`config.mk`:
```
export PLATFORM = sky130hd
export DESIGN_NAME = pipelined_barrel_shifter
export DESIGN_NICKNAME = d
export VERILOG_FILES = /design/src/rtl/pipelined_barrel_shifter.sv
export SDC_FILE = /design/constraint.sdc
export NUM_CORES = 1
export LEC_CHECK = 0
export CAP_MARGIN = 20
export CORE_ASPECT_RATIO = 0.75
export CORE_UTILIZATION = 50
export CTS_CLUSTER_SIZE = 25
export DETAILED_ROUTE_END_ITERATION = 6
export PLACE_DENSITY = 0.7
export SETUP_SLACK_MARGIN = 0.3
export SKIP_CTS_REPAIR_TIMING = 1
export SYNTH_ARGS = -nofsm -noshare
export SYNTH_HDL_FRONTEND = slang
export SYNTH_SLANG_ARGS = --single-unit
```
`constraint.sdc`:
```
create_clock -name clk -period 8.17 [get_ports clk]
set_input_delay 1.634 -clock clk [delete_from_list [all_inputs] [get_ports clk]]
set_output_delay 1.634 -clock clk [all_outputs]
set_load 0.02 [all_outputs]
```
`src/rtl/pipelined_barrel_shifter.sv`:
```
// pipelined_barrel_shifter: valid/ready barrel shifter (SLL/SRL/SRA/ROR) with one register stage per shift-amount bit
// Ports: clk, rst (sync, active-high); in_valid/in_ready/data_in/smt/mode from the producer;
// out_valid/out_ready/data_out to the consumer; carry_out/zero_out only when BSHIFT_FLAGS_EN is defined.
// Latency is SHW cycles: an input register followed by SHW shift stages, all frozen together on a stall.
module pipelined_barrel_shifter #(
  parameter int WIDTH = 32
) (
  input  logic                     clk,
  input  logic                     rst,
  input  logic                     in_valid,
  output logic                     in_ready,
  input  logic [WIDTH-1:0]         data_in,
  input  logic [$clog2(WIDTH)-1:0] smt,
  input  logic [1:0]               mode,
  output logic                     out_valid,
  input  logic                     out_ready,
  output logic [WIDTH-1:0]         data_out
`ifdef BSHIFT_FLAGS_EN
  ,
  output logic                     carry_out,
  output logic                     zero_out
`endif
);
  localparam int SHW = $clog2(WIDTH);
  logic [WIDTH-1:0] d [0:SHW];
  logic [WIDTH-1:0] nx [0:SHW-1];
  logic [SHW-1:0] s [0:SHW-1];
  logic [1:0] m [0:SHW-1];
  logic [SHW-1:0] g;
  logic [SHW:0] v;
  logic stall;
`ifdef BSHIFT_FLAGS_EN
  logic [SHW:0] c;
  logic z;
`endif
  assign stall = out_valid & ~out_ready;
  assign in_ready = rst | ~stall;
  assign out_valid = v[SHW];
  assign data_out = d[SHW];
  // g keeps the original sign bit so SRA fills with data_in[WIDTH-1] at every stage
  always_ff @(posedge clk)
    if (rst) begin
      v[0] <= 1'b0;
      d[0] <= '0;
      s[0] <= '0;
      m[0] <= '0;
      g[0] <= 1'b0;
`ifdef BSHIFT_FLAGS_EN
      c[0] <= 1'b0;
`endif
    end else if (!stall) begin
      v[0] <= in_valid;
      d[0] <= data_in;
      s[0] <= smt;
      m[0] <= mode;
      g[0] <= data_in[WIDTH-1];
`ifdef BSHIFT_FLAGS_EN
      c[0] <= 1'b0;
`endif
    end
  for (genvar k = 0; k < SHW; k++) begin : stg
    localparam int SH = 1 << k;
    logic [WIDTH-1:0] srl;
    assign srl = d[k] >> SH;
    // s is shifted right each stage, so bit 0 is always this stage's shift enable
    assign nx[k] = !s[k][0] ? d[k] :
                   m[k] == 2'd0 ? d[k] << SH :
                   m[k] == 2'd1 ? srl :
                   m[k] == 2'd2 ? srl | ({WIDTH{g[k]}} & ~({WIDTH{1'b1}} >> SH)) :
                   srl | (d[k] << (WIDTH - SH));
    always_ff @(posedge clk)
      if (rst) begin
        v[k+1] <= 1'b0;
        d[k+1] <= '0;
`ifdef BSHIFT_FLAGS_EN
        c[k+1] <= 1'b0;
`endif
      end else if (!stall) begin
        v[k+1] <= v[k];
        d[k+1] <= nx[k];
`ifdef BSHIFT_FLAGS_EN
        c[k+1] <= s[k][0] ? (m[k] == 2'd0 ? d[k][WIDTH-SH] : d[k][SH-1]) : c[k];
`endif
      end
    if (k < SHW - 1) begin : fwd
      always_ff @(posedge clk)
        if (rst) begin
          s[k+1] <= '0;
          m[k+1] <= '0;
          g[k+1] <= 1'b0;
        end else if (!stall) begin
          s[k+1] <= s[k] >> 1;
          m[k+1] <= m[k];
          g[k+1] <= g[k];
        end
    end
  end
`ifdef BSHIFT_FLAGS_EN
  always_ff @(posedge clk)
    if (rst) z <= 1'b0;
    else if (!stall) z <= nx[SHW-1] == '0;
  assign carry_out = c[SHW];
  assign zero_out = z;
`endif
endmodule

```
==> results of run 1 <==
-- cell families (layout without fill, tap and decap cells) --
kind of cell / Yosys count / count (layout) / share of synthesized area [%]
simple gates: 473 / 473 / 18.8
flops: 228 / 228 / 61.7
compound gates: 188 / 188 / 14.4
buf+inv: 91 / 134 / 4.25
mux: 7 / 7 / 0.676
xor+xnor: 1 / 1 / 0.149
-- cells in the mapped netlist (all sizes together) (8+ instances only) --
| library cell | instances |
|---|---|
| o21ai | 8 |
| a22o | 10 |
| edfxtp | 217 |
| clkbuf | 36 |
| and2 | 65 |
| a21oi | 16 |
| nand2b | 17 |
| a311oi | 106 |
| dfxtp | 11 |
| a22oi | 19 |
| a211oi | 19 |
| buf | 51 |
| nand3 | 19 |
| nand2 | 220 |
| nor2 | 146 |
-- sequential cells by signal, indices dropped and copies added (netlist names) --
signal and count:
s 15, g 5, d 192, out_valid 1, v 5, m 10
-- metrics by stage --
step	hold WS [ps]	area, sq um	utilization [%]	setup slack (ps)
finish	457	12600	59.3	2560
global placement	443	11700	54.8	2540
detailed placement	457	11700	55.1	2540
floorplan	420	10900	-	1750
CTS	465	12600	59.1	2530
global route	491	12600	59.3	2320
-- layer usage --
metal | up-vias | global-route usage [%]
li1 | 3657 | -
met1 | 3461 | 23.9
met2 | 205 | 30.2
met3 | 33 | 2.88
met4 | 0 | 5.15
met5 | - | 0
-- critical path, cell delays in order --
cell and delay (ps):
clkdlybuf4s50_1 390, nand2b_4 160, nor2_1 600, clkinvlp_4 180, buf_4 350, clkdlybuf4s50_1 630
-- area by class of cell --
cell class / count / area, sq um
Clock inverter: 14 / 224
Sequential cell: 228 / 6740
Multi-Input combinational cell: 669 / 3730
Clock buffer: 27 / 633
Fill cell: 1711 / 8680
Inverter: 4 / 18.8
Tap cell: 288 / 360
Timing Repair Buffer: 89 / 918
-- worst max path at each step --
stage,start,endpoint,slack (ps),depth (start not counted)
detailed placement,out_ready,in_ready,2540,6
floorplan,out_ready,in_ready,1750,4
finish,out_ready,in_ready,2560,6
global route,out_ready,in_ready,2320,6
global placement,out_ready,in_ready,2540,6
CTS,out_ready,in_ready,2530,6
-- power by group --
group / internal, W / switching [W]
Sequential: 0.00133 / 0.0000435
Clock: 0.000744 / 0.000431
Combinational: 0.0000787 / 0.000101
==> impl_metrics.toml, run 1 <==
[run_status]
status = "finished, final reports clean"

[synth]
synth-main-ff-cell = "edfxtp_1"
synth_nets = 1031
yosys_warnings = 0
yosysTopAreaCell = "edfxtp_1"
synth_area_leaders = "edfxtp_1 60%, a311oi_1 8.4%, nand2_1 7.5%"
synth_edf_count = 217
synth_top_area_share_pct = 59.7
synthesis.instances = 988
syn_area_per_cell_sq_um = 11.0
ys_ff_latch = 228
yosysSeqAreaShare_pct = 61.7
synthArstFlopShare_pct = 0
synth_area_sq_um = 10900
yosysUniqueCellTypes = 37

[timing]
fin_crit_ps = 5610
finalClockSkew_ps = 10.0
worst_pin_slew_ps = 960
max_clock_freq_mhz = 178
finalHoldViolations = 0
setup_viol = 0
finalSetupTns_ps = 0
rsz0062_at_grt = "no"
fin_crit_sh_pct = 68.7
finalMaxSlewViolations = 0
maxSlewHeadroom_pct = 36.0

[floorplan]
core_sq_um = 21300
rows = 46
pin_count = 77
die_h_microns = 130
initial_core_util_pct = 51.3
die_w_microns = 173
die_area_sq_um = 22400

[critical_path]
r2r_start = "out_valid$_SDFFE_PP0N_"
worstReg2RegEnd = "d[5][8]$_SDFFCE_PN0P_"
crit_fanout = 51
crit_arrival_ps = 3980
worst-r2r-setup-slack_ps = 5590
critical_path_class = "input port to output port"
endpoint_kind = "output port"
r2r_cells = 6
cp.required_ps = 6540
cp-start-kind = "input port"

[drt]
wire_per_inst_microns = 15.1
via_per_inst = 5.58
wl_met1_microns = 9110
drtPass1Iterations = 5
drc = 0
wl_met2_microns = 9390
top_layer = "met4"
drtIter0Drc = 642
routed_wl_microns = 19900
ant_nets = 0
vias = 7356
wl_met3_microns = 964

[final_layout]
layout_common_cells = "219 x nand2_1, 217 x edfxtp_1, 144 x nor2_1"
areaGrowthSynthToFinish_pct = 15.6
antennaDiodeCount = 0
finalNonFillerCells = 1319
drive_gt1_share_pct = 7.47
finalNetCount = 1059
layout_commonest_cell = "nand2_1"

[grt]
grt.total_usage_pct = 17.8
grt_pass1_vias = 6439
grt_max_degree = 99
grt_pass1_wl_microns = 32600
overflow = 0
antenna_found_initial = 0

[power]
p_total_w = 0.00273
powerDensity_nw_per_um2 = 217
vdd.ir_drop.worst_mv = 0.148
total_leakage_power_nw = 4.35

[place]
place_congestion = 0.827
place_inst = 1277
hpwl_microns = 12900
place.port_buffers = 76

[cts]
cts_root_buf = "clkbuf_16"
h-tree-depth = 1
clk_pin_slew_ps = 60
cts_tree = "done"
clock-sinks = 228
clock_latency_ps = 510
cts_buffers = 24
clockBufferDepth = 3

[hold_path]
min_from = "v[4]$_SDFFE_PP0N_"
holdPathStages = 2
hp-class = "register to register"
min_to = "out_valid$_SDFFE_PP0N_"

[flow_run]
drv_cap = 0
(Power assumes the default switching activity.)
==> inputs of run 2 (changes only) <==
==> constraint.sdc (replaced) <==
create_clock -name clk -period 5.3 [get_ports clk]
set_input_delay 1.06 -clock clk [delete_from_list [all_inputs] [get_ports clk]]
set_output_delay 1.06 -clock clk [all_outputs]
set_load 0.02 [all_outputs]
==> impl_metrics.toml, run 2 (synthesis gave the netlist of run 1 again) <==
[grt]
grt.total_usage_pct = 18.9
grt_pass1_wl_microns = 34400
grt_pass1_vias = 6756
overflow = 0
antenna_found_initial = 0
grt_max_degree = 160

[critical_path]
slowest_delay_ps = 580
crit_fanout = 11
cpLargestDelayFamily = "buffers and inverters"
slowest_stage = "clkdlybuf4s50_1"
path_buf_inv = 3
crit_arrival_ps = 2810
endpoint_kind = "output port"
crit_top_cell = "clkdlybuf4s50_1"
cp-start-kind = "input port"
cp.required_ps = 4240
path_cells = "clkdlybuf4s50_1, nor2_4, clkinvlp_4, clkdlybuf4s50_1"
critical_path_class = "input port to output port"

[cts]
clock_latency_ps = 500
cts_tree = "done"
clockBufferDepth = 3
h-tree-depth = 1
cts_buffers = 23
clock-sinks = 228
clk_pin_slew_ps = 60
cts_root_buf = "clkbuf_16"

[run_status]
status = "finished, final reports clean"

[drt]
drtIter0Drc = 741
via_per_inst = 5.67
wl_met3_microns = 1200
drtPass1Iterations = 5
wl_met2_microns = 9720
vias = 7470
drc = 0
top_layer = "met4"
routed_wl_microns = 21000
wl_met1_microns = 9440
wire_per_inst_microns = 16.0
ant_nets = 0

[timing]
finalClockSkew_ps = 18.3
worst_pin_slew_ps = 1030
finalHoldViolations = 0
finalSetupTns_ps = 0
finalMaxSlewViolations = 0
max_clock_freq_mhz = 258
fin_crit_ps = 3870
maxSlewHeadroom_pct = 31.2
fin_crit_sh_pct = 73.0
fin_ws_ps = 1430
setup_viol = 0
rsz0062_at_grt = "no"

[floorplan]
die_area_sq_um = 22400
core_sq_um = 21300
initial_core_util_pct = 51.3
die_h_microns = 130
die_w_microns = 173
rows = 46
pin_count = 77

[final_layout]
top_regs = "d x192, s x15, m x10"
top_register = "d"
drive_gt1_share_pct = 7.00
layout_commonest_cell = "nand2_1"
largest_reg_flops = 192
stdcell_area_sq_um = 12500
antennaDiodeCount = 0
finalNetCount = 1056
areaGrowthSynthToFinish_pct = 14.2
layout_common_cells = "219 x nand2_1, 217 x edfxtp_1, 143 x nor2_1"

[place]
place.port_buffers = 76
place_congestion = 0.827
hpwl_microns = 13700
dpl_cell_area_sq_um = 11700
dp_slack_ps = 1380

[power]
vdd.ir_drop.worst_mv = 0.223
total_leakage_power_nw = 4.26
p_total_w = 0.00400
powerDensity_nw_per_um2 = 321

[hold_path]
hp-class = "register to register"

[flow_run]
drv_cap = 0
## run 2: report_power, final
group | switching [W] | leakage (nW) | internal [W]
combinational | 0.000157 | 1.21 | 0.000118
clock | 0.000643 | 0.365 | 0.000961
sequential | 0.0000699 | 2.69 | 0.00206
total | 0.000870 | 4.26 | 0.00314
## run 2: tightest hold or removal path: cells and delay by family, from the launching register on
family          cells  cell delay, ps
buf+inv             1              50
compound gates      1              50
flops               1             310
## run 2: worst paths after layout
path / start / slack (ps) / endpoint / cells after the start
setup / recovery: rst / 1430 / in_ready / 4
hold reg to reg: v[4]$_SDFFE_PP0N_ / 450 / out_valid$_SDFFE_PP0N_ / 2
setup reg to reg: out_valid$_SDFFE_PP0N_ / 2800 / d[2][9]$_SDFFCE_PN0P_ / 5
hold / removal: v[4]$_SDFFE_PP0N_ / 450 / out_valid$_SDFFE_PP0N_ / 2
## run 2: metrics by stage
step | hold slack [ps] | cells | utilization [%]
floorplan | 420 | 988 | -
global placement | 446 | 1276 | 55.0
detailed placement | 442 | 1276 | 55.0
CTS | 451 | 1317 | 58.5
global route | 482 | 1317 | 58.5
finish | 449 | 1317 | 58.5
## run 2: area by class of cell
type,count,area (sq um)
Clock buffer,39,716
Clock inverter,2,37.5
Fill cell,1735,8830
Inverter,4,18.8
Multi-Input combinational cell,669,3740
Sequential cell,228,6740
Tap cell,288,360
Timing Repair Buffer,87,856
## run 2: layer usage
layer | global-route usage (%) | up-vias
li1 | - | 3652
met4 | 6.62 | 0
met3 | 2.94 | 38
met2 | 31.0 | 267
met5 | 0 | -
met1 | 25.8 | 3513
==> inputs of run 3 (changes only) <==
==> constraint.sdc (replaced) <==
create_clock -name clk -period 4 [get_ports clk]
set_input_delay 0.8 -clock clk [delete_from_list [all_inputs] [get_ports clk]]
set_output_delay 0.8 -clock clk [all_outputs]
set_load 0.02 [all_outputs]
==> impl_metrics.toml, run 3 (synthesis gave the netlist of run 1 again) <==
[critical_path]
path_cells = "clkdlybuf4s50_1, nor2_4, clkinvlp_4, clkdlybuf4s50_1"
crit_arrival_ps = 2550
crit_fanout = 11
cp-start-kind = "input port"
slowest_stage = "clkdlybuf4s50_1"
cp.required_ps = 3200
slowest_delay_ps = 590
crit_top_cell = "clkdlybuf4s50_1"
r2r_cells = 3
endpoint_kind = "output port"
worst-r2r-setup-slack_ps = 1810
r2r_start = "m[3][1]$_SDFFCE_PN0P_"
worstReg2RegEnd = "d[4][19]$_SDFFCE_PN0P_"
critical_path_class = "input port to output port"

[floorplan]
core_sq_um = 21300
initial_core_util_pct = 51.3
die_h_microns = 130
die_w_microns = 173
pin_count = 77
die_area_sq_um = 22400
rows = 46

[timing]
fin_ws_ps = 650
finalMaxSlewViolations = 0
finalClockSkew_ps = 7.17
rsz0062_at_grt = "no"
max_clock_freq_mhz = 298
fin_crit_ps = 3350
setup_viol = 0
finalHoldViolations = 0
finalSetupTns_ps = 0
fin_crit_sh_pct = 83.8
maxSlewHeadroom_pct = 37.2
worst_pin_slew_ps = 942

[final_layout]
fillers = 1761
layout_common_cells = "219 x nand2_1, 217 x edfxtp_1, 143 x nor2_1"
finalNetCount = 1063
top_register = "d"
areaGrowthSynthToFinish_pct = 14.9
top_regs = "d x192, s x15, m x10"
drive_gt1_share_pct = 7.43
stdcell_area_sq_um = 12500
largest_reg_flops = 192
antennaDiodeCount = 0
layout_commonest_cell = "nand2_1"

[cts]
clock_latency_ps = 510
cts_buffers = 24
clk_pin_slew_ps = 60
h-tree-depth = 1
clockBufferDepth = 3
clock-sinks = 228
cts_root_buf = "clkbuf_16"
cts_tree = "done"

[drt]
routed_wl_microns = 20200
via_per_inst = 5.57
drtIter0Drc = 620
drc = 0
vias = 7377
wire_per_inst_microns = 15.2
ant_nets = 0
drtPass1Iterations = 5

[power]
p_total_w = 0.00533
total_leakage_power_nw = 4.31
vdd.ir_drop.worst_mv = 0.348
powerDensity_nw_per_um2 = 425

[grt]
grt.total_usage_pct = 18.0
grt_pass1_vias = 6378
antenna_found_initial = 0
overflow = 0
grt_pass1_wl_microns = 32800
grt_max_degree = 101

[place]
place.port_buffers = 76
dpl_cell_area_sq_um = 11800
place_congestion = 0.829
dp_slack_ps = 620
hpwl_microns = 13400

[flow_run]
drv_cap = 0

[hold_path]
holdPathStages = 2
min_to = "out_valid$_SDFFE_PP0N_"
min_from = "v[4]$_SDFFE_PP0N_"
hp-class = "register to register"

[run_status]
status = "finished, final reports clean"
[run 3: changes by cell type in the layout (fill, tap and decap cells not counted), sizes merged]
cell      previous run  this run
clkinv               0         6
bufinv               1         2
inv                  3         4
clkbuf              39        34
clkinvlp             2         1
buf                 11        17
[run 3: worst max path at each step]
stage              start                     to  slack, ps  cells after the start
2_1_floorplan  out_ready  d[0][0]$_SDFFCE_PN0P_       -910                      4
3_3_place_gp         rst               in_ready        640                      4
3_5_place_dp         rst               in_ready        620                      4
4_1_cts              rst               in_ready        600                      4
5_1_grt              rst               in_ready        540                      4
6_report             rst               in_ready        650                      4
[run 3: area by class of cell]
| class | instances | area (sq um) | share of cell area [%] |
|---|---|---|---|
| clock buffers | 34 | 659 | 5.26 |
| well taps | 288 | 360 | 2.87 |
| repair buffers | 93 | 926 | 7.38 |
| clock inverters | 9 | 106 | 0.848 |
| multi-input cells | 669 | 3740 | 29.8 |
| inverters | 4 | 18.8 | 0.150 |
| flip-flops and latches | 228 | 6740 | 53.7 |
[run 3: metal layers]
layer	up-vias	share of wire (%)	GRT usage, %
met5	-	0	0
met4	0	1.5	4.57
met3	26	5.0	2.39
met2	202	47	30.7
met1	3477	46	24.7
li1	3672	-	-
[run 3: power by group]
group	internal [W]	total [W]	switching, W
logic	0.000161	0.000368	0.000207
registers	0.00272	0.00281	0.0000888
clock network	0.00128	0.00215	0.000871
[run 3: metrics by stage]
step                      util, %  std cells  hold slack, ps
final                        58.9       1325             450
after global routing         58.9       1325             473
after CTS                    58.9       1325             453
after detailed placement     55.3       1282             445
after global placement       55.3       1282             452
after floorplan                 -        988             420
[run 3: worst max-delay path, delay by kind of cell]
kind | cells | cell delay [ps]
AND/OR/NAND/NOR | 1 | 360
buffers and inverters | 3 | 1380
